--- src/rtl/crc_frame_tx_pkg.sv ---
// Shared types for the CRC-16 transmit framer: FSM state encoding,
// CRC initial value and the byte bit-reversal helper.
package crc_frame_tx_pkg;

    typedef enum logic [2:0] {
        ST_IDLE    = 3'd0,
        ST_SYNC    = 3'd1,
        ST_PAYLOAD = 3'd2,
        ST_CRC_HI  = 3'd3,
        ST_CRC_LO  = 3'd4,
        ST_DROP    = 3'd5
    } state_t;

    localparam logic [15:0] CRC_INIT = 16'h0000;

    function automatic logic [7:0] bitrev8(input logic [7:0] x);
        logic [7:0] r;
        for (int i = 0; i < 8; i++) begin
            r[i] = x[7-i];
        end
        return r;
    endfunction

endpackage

--- src/rtl/crc_frame_tx_if.sv ---
// Payload-in / line-out byte streams of the framer.
// master: payload source + line consumer side; slave: the framer.
interface crc_frame_tx_if;

    logic [7:0] s_data;
    logic       s_valid;
    logic       s_last;
    logic       s_ready;
    logic [7:0] m_data;
    logic       m_valid;
    logic       m_last;
    logic       m_ready;

    modport master (
        output s_data, s_valid, s_last, m_ready,
        input  s_ready, m_data, m_valid, m_last
    );

    modport slave (
        input  s_data, s_valid, s_last, m_ready,
        output s_ready, m_data, m_valid, m_last
    );

endinterface

--- src/rtl/crc_frame_tx_crc16_byte_next.sv ---
// Combinational CRC-16 (x^16+x^12+x^5+1) byte step, data taken LSB first.
// Ports: crc (current register), d (data byte), next (updated register).
module crc16_byte_next
    import crc_frame_tx_pkg::*;
(
    input  logic [15:0] crc,
    input  logic [7:0]  d,
    output logic [15:0] next
);

    logic [7:0] x;
    logic [7:0] y;

    // Table-free form of the byte update: fold the high byte with the
    // bit-reversed data, then scatter it onto taps 0, 5 and 12.
    always_comb begin
        x    = crc[15:8] ^ bitrev8(d);
        y    = x ^ {4'h0, x[7:4]};
        next = {crc[7:0], 8'h00}
             ^ {y[3:0], 12'h000}
             ^ {3'b000, y, 5'b00000}
             ^ {8'h00, y};
    end

endmodule

--- src/rtl/crc_frame_tx.sv ---
// Transmit framer: sync prefix, payload pass-through, CRC-16 trailer.
// Ports: clk, reset (async high), bus (slave streams), busy, len_err, frame_cnt.
module crc_frame_tx
    import crc_frame_tx_pkg::*;
#(
    parameter int         NUM_SYNC  = 2,
    parameter logic [7:0] SYNC_BYTE = 8'h7E,
    parameter int         MAX_LEN   = 256
) (
    input  logic           clk,
    input  logic           reset,
    crc_frame_tx_if.slave  bus,
    output logic           busy,
    output logic           len_err,
    output logic [15:0]    frame_cnt
);

    localparam int LEN_W  = $clog2(MAX_LEN + 1);
    localparam int SYNC_W = (NUM_SYNC > 1) ? $clog2(NUM_SYNC) : 1;
    localparam logic [LEN_W-1:0]  LEN_LAST  = LEN_W'(MAX_LEN - 1);
    localparam logic [SYNC_W-1:0] SYNC_LAST =
        SYNC_W'((NUM_SYNC > 0) ? NUM_SYNC - 1 : 0);

    state_t            state;
    logic [15:0]       crc;
    logic [15:0]       crc_nxt;
    logic [LEN_W-1:0]  len;
    logic [SYNC_W-1:0] sync_idx;
    logic              drop;
    logic [7:0]        m_data;
    logic              m_valid;
    logic              m_last;
    logic              load;
    logic              s_ready;
    logic              s_xfer;

    crc16_byte_next u_crc (
        .crc  (crc),
        .d    (bus.s_data),
        .next (crc_nxt)
    );

    // Output register may take a new byte when empty or being drained.
    assign load    = !m_valid || bus.m_ready;
    assign s_ready = ((state == ST_PAYLOAD) && load) || (state == ST_DROP);
    assign s_xfer  = bus.s_valid && s_ready;

    assign bus.s_ready = s_ready;
    assign bus.m_data  = m_data;
    assign bus.m_valid = m_valid;
    assign bus.m_last  = m_last;
    assign busy        = (state != ST_IDLE);

    always_ff @(posedge clk or posedge reset) begin
        if (reset) begin
            state     <= ST_IDLE;
            crc       <= CRC_INIT;
            len       <= '0;
            sync_idx  <= '0;
            drop      <= 1'b0;
            m_data    <= 8'h00;
            m_valid   <= 1'b0;
            m_last    <= 1'b0;
            len_err   <= 1'b0;
            frame_cnt <= 16'h0000;
        end else begin
            len_err <= 1'b0;
            // Empty the output slot by default; states below refill it.
            if (load) begin
                m_valid <= 1'b0;
                m_last  <= 1'b0;
            end
            unique case (state)
                ST_IDLE: begin
                    if (bus.s_valid) begin
                        crc      <= CRC_INIT;
                        len      <= '0;
                        sync_idx <= '0;
                        drop     <= 1'b0;
                        state    <= (NUM_SYNC > 0) ? ST_SYNC : ST_PAYLOAD;
                    end
                end
                ST_SYNC: begin
                    if (load) begin
                        m_data   <= SYNC_BYTE;
                        m_valid  <= 1'b1;
                        sync_idx <= sync_idx + 1'b1;
                        if (sync_idx == SYNC_LAST) begin
                            state <= ST_PAYLOAD;
                        end
                    end
                end
                ST_PAYLOAD: begin
                    if (s_xfer) begin
                        m_data  <= bus.s_data;
                        m_valid <= 1'b1;
                        crc     <= crc_nxt;
                        len     <= len + 1'b1;
                        if (bus.s_last) begin
                            state <= ST_CRC_HI;
                        end else if (len == LEN_LAST) begin
                            // Over-long frame: close it here, swallow the rest.
                            state   <= ST_CRC_HI;
                            len_err <= 1'b1;
                            drop    <= 1'b1;
                        end
                    end
                end
                ST_CRC_HI: begin
                    if (load) begin
                        m_data  <= ~bitrev8(crc[15:8]);
                        m_valid <= 1'b1;
                        state   <= ST_CRC_LO;
                    end
                end
                ST_CRC_LO: begin
                    if (load) begin
                        m_data    <= ~bitrev8(crc[7:0]);
                        m_valid   <= 1'b1;
                        m_last    <= 1'b1;
                        frame_cnt <= frame_cnt + 16'd1;
                        state     <= drop ? ST_DROP : ST_IDLE;
                    end
                end
                ST_DROP: begin
                    if (s_xfer && bus.s_last) begin
                        state <= ST_IDLE;
                    end
                end
                default: state <= ST_IDLE;
            endcase
        end
    end

endmodule

--- src/flat_wrapper.sv ---
// flat-port wrapper written by rule: the top's interface ports become plain ports
module crc_frame_tx_flat import crc_frame_tx_pkg::*;
#(
    parameter int         NUM_SYNC  = 2,
    parameter logic [7:0] SYNC_BYTE = 8'h7E,
    parameter int         MAX_LEN   = 256
)
  (clk, reset, busy, len_err, frame_cnt, bus_s_data, bus_s_valid, bus_s_last, bus_m_ready, bus_s_ready, bus_m_data, bus_m_valid, bus_m_last);
  crc_frame_tx_if bus_i ();
  input  logic clk;
  input  logic reset;
  output logic busy;
  output logic len_err;
  output logic [15:0] frame_cnt;
  input wire logic [$bits(bus_i.s_data)-1:0] bus_s_data;
  input wire logic [$bits(bus_i.s_valid)-1:0] bus_s_valid;
  input wire logic [$bits(bus_i.s_last)-1:0] bus_s_last;
  input wire logic [$bits(bus_i.m_ready)-1:0] bus_m_ready;
  output wire logic [$bits(bus_i.s_ready)-1:0] bus_s_ready;
  output wire logic [$bits(bus_i.m_data)-1:0] bus_m_data;
  output wire logic [$bits(bus_i.m_valid)-1:0] bus_m_valid;
  output wire logic [$bits(bus_i.m_last)-1:0] bus_m_last;
  assign bus_i.s_data = bus_s_data;
  assign bus_i.s_valid = bus_s_valid;
  assign bus_i.s_last = bus_s_last;
  assign bus_i.m_ready = bus_m_ready;
  assign bus_s_ready = bus_i.s_ready;
  assign bus_m_data = bus_i.m_data;
  assign bus_m_valid = bus_i.m_valid;
  assign bus_m_last = bus_i.m_last;
  crc_frame_tx #(.NUM_SYNC(NUM_SYNC), .SYNC_BYTE(SYNC_BYTE), .MAX_LEN(MAX_LEN)) u_core (.clk(clk), .reset(reset), .bus(bus_i), .busy(busy), .len_err(len_err), .frame_cnt(frame_cnt));
endmodule
--- config.mk ---
export PLATFORM = sky130hd
export DESIGN_NAME = crc_frame_tx_flat
export DESIGN_NICKNAME = d
export VERILOG_FILES = /design/src/rtl/crc_frame_tx_pkg.sv /design/src/rtl/crc_frame_tx_if.sv /design/src/rtl/crc_frame_tx_crc16_byte_next.sv /design/src/rtl/crc_frame_tx.sv /design/src/flat_wrapper.sv
export SDC_FILE = /design/constraint.sdc
export NUM_CORES = 1
export LEC_CHECK = 0
export ABC_AREA = 0
export CAP_MARGIN = 0
export CORE_MARGIN = 2
export CORE_UTILIZATION = 58
export DETAILED_ROUTE_END_ITERATION = 16
export PLACE_DENSITY = 0.91
export SYNTH_ARGS = -nofsm -noshare
export SYNTH_HDL_FRONTEND = slang
export SYNTH_SLANG_ARGS = --single-unit
--- constraint.sdc ---
create_clock -name clk -period 2.6 [get_ports clk]
set_input_delay 0.26 -clock clk [delete_from_list [all_inputs] [get_ports clk]]
set_output_delay 0.26 -clock clk [all_outputs]
set_load 0.02 [all_outputs]
==> run_results.csv, run 1 <==
group,metric,value,unit
cells_and_area,n_fill_cell,364,
cells_and_area,final_common_cell,"dfrtp_1",
synthesis,synth_edf_count,0,
cells_and_area,fin_cells,406,
cells_and_area,drive_above_1_share,0.109,
critical_path,cp-start-kind,"flop",
clock_network,cts_root_buffer,"clkbuf_8",
synthesis,avgSynthCellArea,9.99,sq um
critical_path,cp_max_fo,16,
critical_path,crit_buf_inv,1,
detailed_routing,routed_wl,6380,um
synthesis,netlist_area,2940,sq um
synthesis,ys_seq_area_frac,0.486,
pwr,p_sw_frac,0.359,
synthesis,yosysUniqueCellTypes,42,
detailed_routing,antenna_left,0,
timing,relSlewSlack,0.466,
detailed_routing,vias,2326,
timing,rsz0062_at_grt,"no",
critical_path,critPathLaunch,"u_core.state[1]",
timing,post-route-period-util,0.900,
global_routing,first_global_vias,2220,
detailed_routing,wire_per_inst,15.7,um
floorplanning,floorplan.initialDensity,0.610,
pwr,powerDensity,971,nW/um^2
pwr,p_sw,1.26,mW
detailed_routing,first_pass_iters,4,
critical_path,max_stage_delay,0.64,ns
detailed_routing,route.detailed.drc,0,
detailed_routing,drt_iter0_drc,128,
detailed_routing,via_per_inst,5.73,
cells_and_area,stdcell_area,3620,sq um
synthesis,async_reset_ff_frac,1.00,
timing,setup_ws,0.259,ns
pwr,p_comb_frac,0.364,
clock_network,cts.sinks,57,
critical_path,r2r_start,"u_core.state[0]",
clock_network,cts_max_level,3,
clock_network,cts_resized,0,
clock_network,ctsHoldBuffers,0,
timing,finalSetupViolCount,0,
timing,fmax,427,MHz
cells_and_area,diodes,0,
synthesis,ys_ff_latch,57,
critical_path,slowest_stage,"dfrtp_1",
timing,timing.setup.tns,0,ns
cells_and_area,nNetsFinal,350,
timing,min_period,2.34,ns
synthesis,netlist_instances,294,
clock_network,post-cts-setup-buffers,0,
floorplanning,num_rows,25,
hold_path,min_path_type,"input pin to asynchronous set/reset pin",
floorplanning,die_area,5650,sq um
global_routing,grt_max_degree,58,
placed_design,post_dp_cell_area,3390,sq um
floorplanning,boundaryPins,42,
cells_and_area,layout.area.seq,1430,sq um
critical_path,crit_chain,"nor3b_4 > nand2_1 > nand2_1 > clkdlybuf4s50_1",
critical_path,crit_family,"flip-flops",
synthesis,synth_nets,310,
cells_and_area,syn2layout_area_growth,23.4,%
timing,worstMarginPinSlew,0.801,ns
synthesis,synth_warnings,0,
clock_network,cts_buffer_depth,2,
pwr,clkPwrFrac,0.267,
clock_network,insertion_delay,0.34,ns
global_routing,grt_overflow,0,
status,status,"completed",
global_routing,grt_pass1_wl,10800,um
floorplanning,die_h,75.2,um
timing,clock_skew,0.00822,ns
placed_design,dp_hpwl,4180,um
timing,finalHoldViolCount,0,
floorplanning,fp.coreArea,4820,sq um
global_routing,grt.total_usage,0.258,
pwr,internal_power,2.26,mW
critical_path,crit_type,"flop to primary output",
pwr,seqPwrFrac,0.369,
placed_design,pre_cts_slack,0.486,ns
critical_path,crit_arrival,2.08,ns
critical_path,crit_top_cell,"nand2_1",
clock_network,cts_tree,"yes",
cells_and_area,final_cell_mix,"57 x dfrtp_1, 41 x clkdlybuf4s50_1, 29 x o21ai_0",
placed_design,dp.cells,390,
placed_design,port_buffers,41,
pwr,ir_drop,0.658,mV
placed_design,gp_congestion,0.797,
pwr,p_leak,1.58,nW
timing,slew_violations,0,
global_routing,antenna_found_initial,0,
clock_network,numCtsBuffers,9,
job,drv_cap,0,
clock_network,cts.clk_slew.worst_paths,0.07,ns
critical_path,cp.required,2.34,ns
synthesis,ys.flop_type,"dfrtp_1",
cells_and_area,multiInputGateArea,1400,sq um
floorplanning,die_w,75.2,um
critical_path,cp-end-kind,"primary output",
pwr,power.total,3.52,mW
state kept, by name, indices dropped and copies added, names as in the netlist, named ones only:
register / count
u_core.len: 9
u_core.state: 3
u_core.drop: 1
u_core.sync_idx: 1
u_core.len_err: 1
u_core.crc: 16
u_core.frame_cnt: 16
u_core.bus.m_data: 8
u_core.bus.m_valid: 1
power by group through the flow:
stage	clock network [mW]	logic (mW)	registers [mW]
floorplan	0	0.847	1.31
CTS	0.950	1.29	1.29
detailed placement	0	1.27	1.30
finish	0.940	1.28	1.30
global route	0.989	1.41	1.33
global placement	0	1.22	1.29
cells by family (layout without fill, tap and decap cells):
family,after synthesis,in the layout,synth area share
buffers and inverters,26,71,0.0366
xor gates and xnor gates,41,41,0.122
adders and majority gates,3,3,0.0128
muxes,9,9,0.0345
AOI/OAI and AO/OA,60,60,0.124
and+or+nand+nor,98,98,0.184
DFF,57,57,0.486
tightest hold or removal path: cells and delay by family:
kind / cells / cell delay (ns)
buf+inv: 3 / 1.00
per-layer routing:
layer	vias to the layer above	GRT usage	share of wire
met5	-	0	0
met4	0	0.109	0.019
met3	13	0.0549	0.052
met2	71	0.397	0.50
met1	1137	0.358	0.43
li1	1105	-	-
path summary, 6_finish.rpt:
check,endpoint,slack [ns],cells after the start
setup / recovery,bus_s_ready,0.26,4
hold / removal,u_core.frame_cnt[10],0.42,3
setup reg to reg,u_core.crc[3],0.47,4
hold reg to reg,u_core.len[7],0.49,1
max in group asynchronous,u_core.state[1],1.70,3
min in group clk,u_core.len[7],0.49,1
cell usage after synthesis, types with 3 or more instances:
cell type | count | area share
a21oi_1 | 7 | 0.012
a22oi_1 | 6 | 0.015
and3_1 | 4 | 0.0085
buf_2 | 5 | 0.0085
clkbuf_1 | 10 | 0.013
dfrtp_1 | 57 | 0.49
ha_1 | 3 | 0.013
inv_1 | 9 | 0.012
mux2_2 | 9 | 0.035
nand2_1 | 22 | 0.028
nand3_1 | 26 | 0.044
nand4_1 | 3 | 0.0064
nor2_1 | 13 | 0.017
nor2b_1 | 5 | 0.011
nor3_1 | 6 | 0.010
o21ai_0 | 29 | 0.049
o21ai_1 | 3 | 0.0051
o31ai_1 | 3 | 0.0077
or3_1 | 3 | 0.0064
xnor2_1 | 21 | 0.063
xor2_1 | 20 | 0.060
through the flow:
stage	util	hold slack, ns
3_3_place_gp	0.705	0.460
6_report	0.752	0.418
4_1_cts	0.752	0.462
5_1_grt	0.752	0.512
3_5_place_dp	0.705	0.478
2_1_floorplan	-	0.343
area by class of cell:
| type | count | share of cell area |
|---|---|---|
| Sequential cell | 57 | 0.394 |
| Multi-Input combinational cell | 211 | 0.387 |
| Timing Repair Buffer | 46 | 0.124 |
| Clock buffer | 12 | 0.0428 |
| Tap cell | 67 | 0.0231 |
| Clock inverter | 4 | 0.0207 |
| Inverter | 9 | 0.00932 |
Note: power is estimated with default switching activity, not from simulation.
==> inputs of run 2 (changes only) <==
--- a/config.mk
+++ b/config.mk
@@ -14,3 +14,4 @@
 export SYNTH_ARGS = -nofsm -noshare
 export SYNTH_HDL_FRONTEND = slang
 export SYNTH_SLANG_ARGS = --single-unit
+export TNS_END_PERCENT = 30
==> results of run 2 <==
No change in the layout: final DEF, timing and power equal those of run 1.
==> inputs of run 3 (changes only) <==
==> constraint.sdc (replaced) <==
create_clock -name clk -period 2.6 [get_ports clk]
set_input_delay 0.39 -clock clk [delete_from_list [all_inputs] [get_ports clk]]
set_output_delay 0.39 -clock clk [all_outputs]
set_load 0.02 [all_outputs]
==> run_results.csv, run 3 (synthesis gave the netlist of run 1 again) <==
group,metric,value,unit
critical_path,slowest_stage,"clkdlybuf4s50_1",
clock_network,cts_max_level,3,
cells_and_area,fin_util,0.748,
detailed_routing,vias,2324,
clock_network,cts_resized,0,
detailed_routing,route.detailed.drc,0,
pwr,powerDensity,949,nW/um^2
floorplanning,boundaryPins,42,
critical_path,cp-start-kind,"flop",
cells_and_area,final_cell_mix,"57 x dfrtp_1, 41 x clkdlybuf4s50_1, 29 x o21ai_0",
timing,finalSetupViolCount,0,
pwr,internal_power,2.16,mW
cells_and_area,fin_cells,407,
timing,setup_ws,0.125,ns
timing,worstMarginPinSlew,0.833,ns
global_routing,grt_max_degree,58,
critical_path,crit_top_cell,"nand2_1",
timing,min_period,2.47,ns
global_routing,grt_overflow,0,
cells_and_area,syn2layout_area_growth,22.8,%
hold_path,min_path_type,"flop to flop",
timing,clock_skew,0.00497,ns
cells_and_area,final_common_cell,"dfrtp_1",
global_routing,grt.total_usage,0.252,
global_routing,antenna_found_initial,0,
cells_and_area,n_fill_cell,339,
cells_and_area,nNetsFinal,352,
critical_path,crit_arrival,2.08,ns
detailed_routing,wire_per_inst,15.8,um
timing,slew_violations,0,
floorplanning,die_w,75.2,um
detailed_routing,drt_iter0_drc,177,
critical_path,crit_type,"flop to primary output",
detailed_routing,first_pass_iters,5,
placed_design,dp.cells,392,
timing,rsz0062_at_grt,"no",
placed_design,port_buffers,41,
hold_path,min_from,"u_core.frame_cnt[15]",
critical_path,crit_chain,"nor3b_4 > nand2_1 > nand2_1 > clkdlybuf4s50_1",
placed_design,pre_cts_slack,0.423,ns
status,status,"completed",
detailed_routing,routed_wl,6450,um
timing,fin_hold_ws,0.478,ns
pwr,p_sw,1.26,mW
critical_path,cp-end-kind,"primary output",
pwr,p_comb_frac,0.393,
clock_network,cts_root_buffer,"clkbuf_8",
detailed_routing,antenna_left,0,
floorplanning,num_rows,25,
clock_network,ctsHoldBuffers,0,
cells_and_area,multiInputGateArea,1400,sq um
cells_and_area,layout.area.seq,1430,sq um
timing,relSlewSlack,0.444,
critical_path,crit_family,"buffers and inverters",
clock_network,cts.clk_slew.worst_paths,0.06,ns
hold_path,min_path_cells,1,
placed_design,gp_congestion,0.800,
critical_path,cp_max_fo,18,
critical_path,max_stage_delay,0.61,ns
critical_path,cp.required,2.21,ns
critical_path,r2r_start,"u_core.state[2]",
placed_design,dp_hpwl,4400,um
clock_network,insertion_delay,0.34,ns
floorplanning,die_area,5650,sq um
critical_path,reg2reg_depth,4,
clock_network,cts.sinks,57,
hold_path,hold_end,"u_core.frame_cnt[15]",
clock_network,post-cts-setup-buffers,0,
timing,fmax,404,MHz
floorplanning,fp.coreArea,4820,sq um
cells_and_area,drive_above_1_share,0.112,
floorplanning,die_h,75.2,um
timing,finalHoldViolCount,0,
pwr,seqPwrFrac,0.364,
cells_and_area,diodes,0,
timing,post-route-period-util,0.952,
pwr,ir_drop,0.632,mV
pwr,clkPwrFrac,0.243,
timing,timing.setup.tns,0,ns
global_routing,grt_pass1_wl,10700,um
detailed_routing,via_per_inst,5.71,
global_routing,first_global_vias,2301,
critical_path,crit_buf_inv,1,
job,drv_cap,0,
clock_network,cts_buffer_depth,2,
floorplanning,floorplan.initialDensity,0.610,
clock_network,cts_tree,"yes",
critical_path,r2r_end,"u_core.len[8]",
critical_path,regToRegSetupSlack,0.47,ns
pwr,p_leak,1.58,nW
pwr,p_sw_frac,0.368,
cells_and_area,reg.largest.list,"u_core.crc x16, u_core.frame_cnt x16, u_core.len x9",
clock_network,numCtsBuffers,9,
[run 3: cell count changes in the layout (fill, tap and decap cells not counted), sizes merged]
cell      change
clkinv        +2
bufinv        -1
buf           +2
clkinvlp      -2
[run 3: routing by layer]
| layer | vias to the layer above | part of all wire | global-route usage |
|---|---|---|---|
| li1 | 1110 | - | - |
| met1 | 1143 | 0.44 | 0.339 |
| met2 | 63 | 0.51 | 0.408 |
| met3 | 8 | 0.039 | 0.0361 |
| met4 | 0 | 0.014 | 0.111 |
| met5 | - | 0 | 0 |
[run 3: area by class of cell]
| cell class | count | share of cell area |
|---|---|---|
| repair buffers | 48 | 0.128 |
| clock inverters | 3 | 0.0111 |
| well taps | 67 | 0.0233 |
| inverters | 9 | 0.00937 |
| multi-input cells | 211 | 0.389 |
| clock buffers | 12 | 0.0430 |
| flip-flops and latches | 57 | 0.396 |
[run 3: worst max path at each step]
stage	to	start	depth (start not counted)
5_1_grt	bus_s_ready	u_core.state[2]	4
2_1_floorplan	asynchronous set/reset pin	reset	1
3_3_place_gp	bus_s_ready	bus_m_ready	5
3_5_place_dp	u_core.len[8]	bus_s_valid	5
6_report	bus_s_ready	u_core.state[2]	4
4_1_cts	bus_s_ready	u_core.state[2]	4
[run 3: power groups by stage]
stage | registers (mW) | logic, mW | clock network [mW]
floorplan | 1.31 | 0.847 | 0
global placement | 1.24 | 1.29 | 0
detailed placement | 1.25 | 1.34 | 0
CTS | 1.24 | 1.35 | 0.838
global route | 1.26 | 1.47 | 0.874
finish | 1.24 | 1.34 | 0.832
[run 3: per-stage QoR]
step | cell area [sq um] | power (mW)
2_1_floorplan | 2940 | 2.15
3_3_place_gp | 3410 | 2.53
3_5_place_dp | 3410 | 2.59
4_1_cts | 3600 | 3.43
5_1_grt | 3600 | 3.61
6_report | 3600 | 3.42
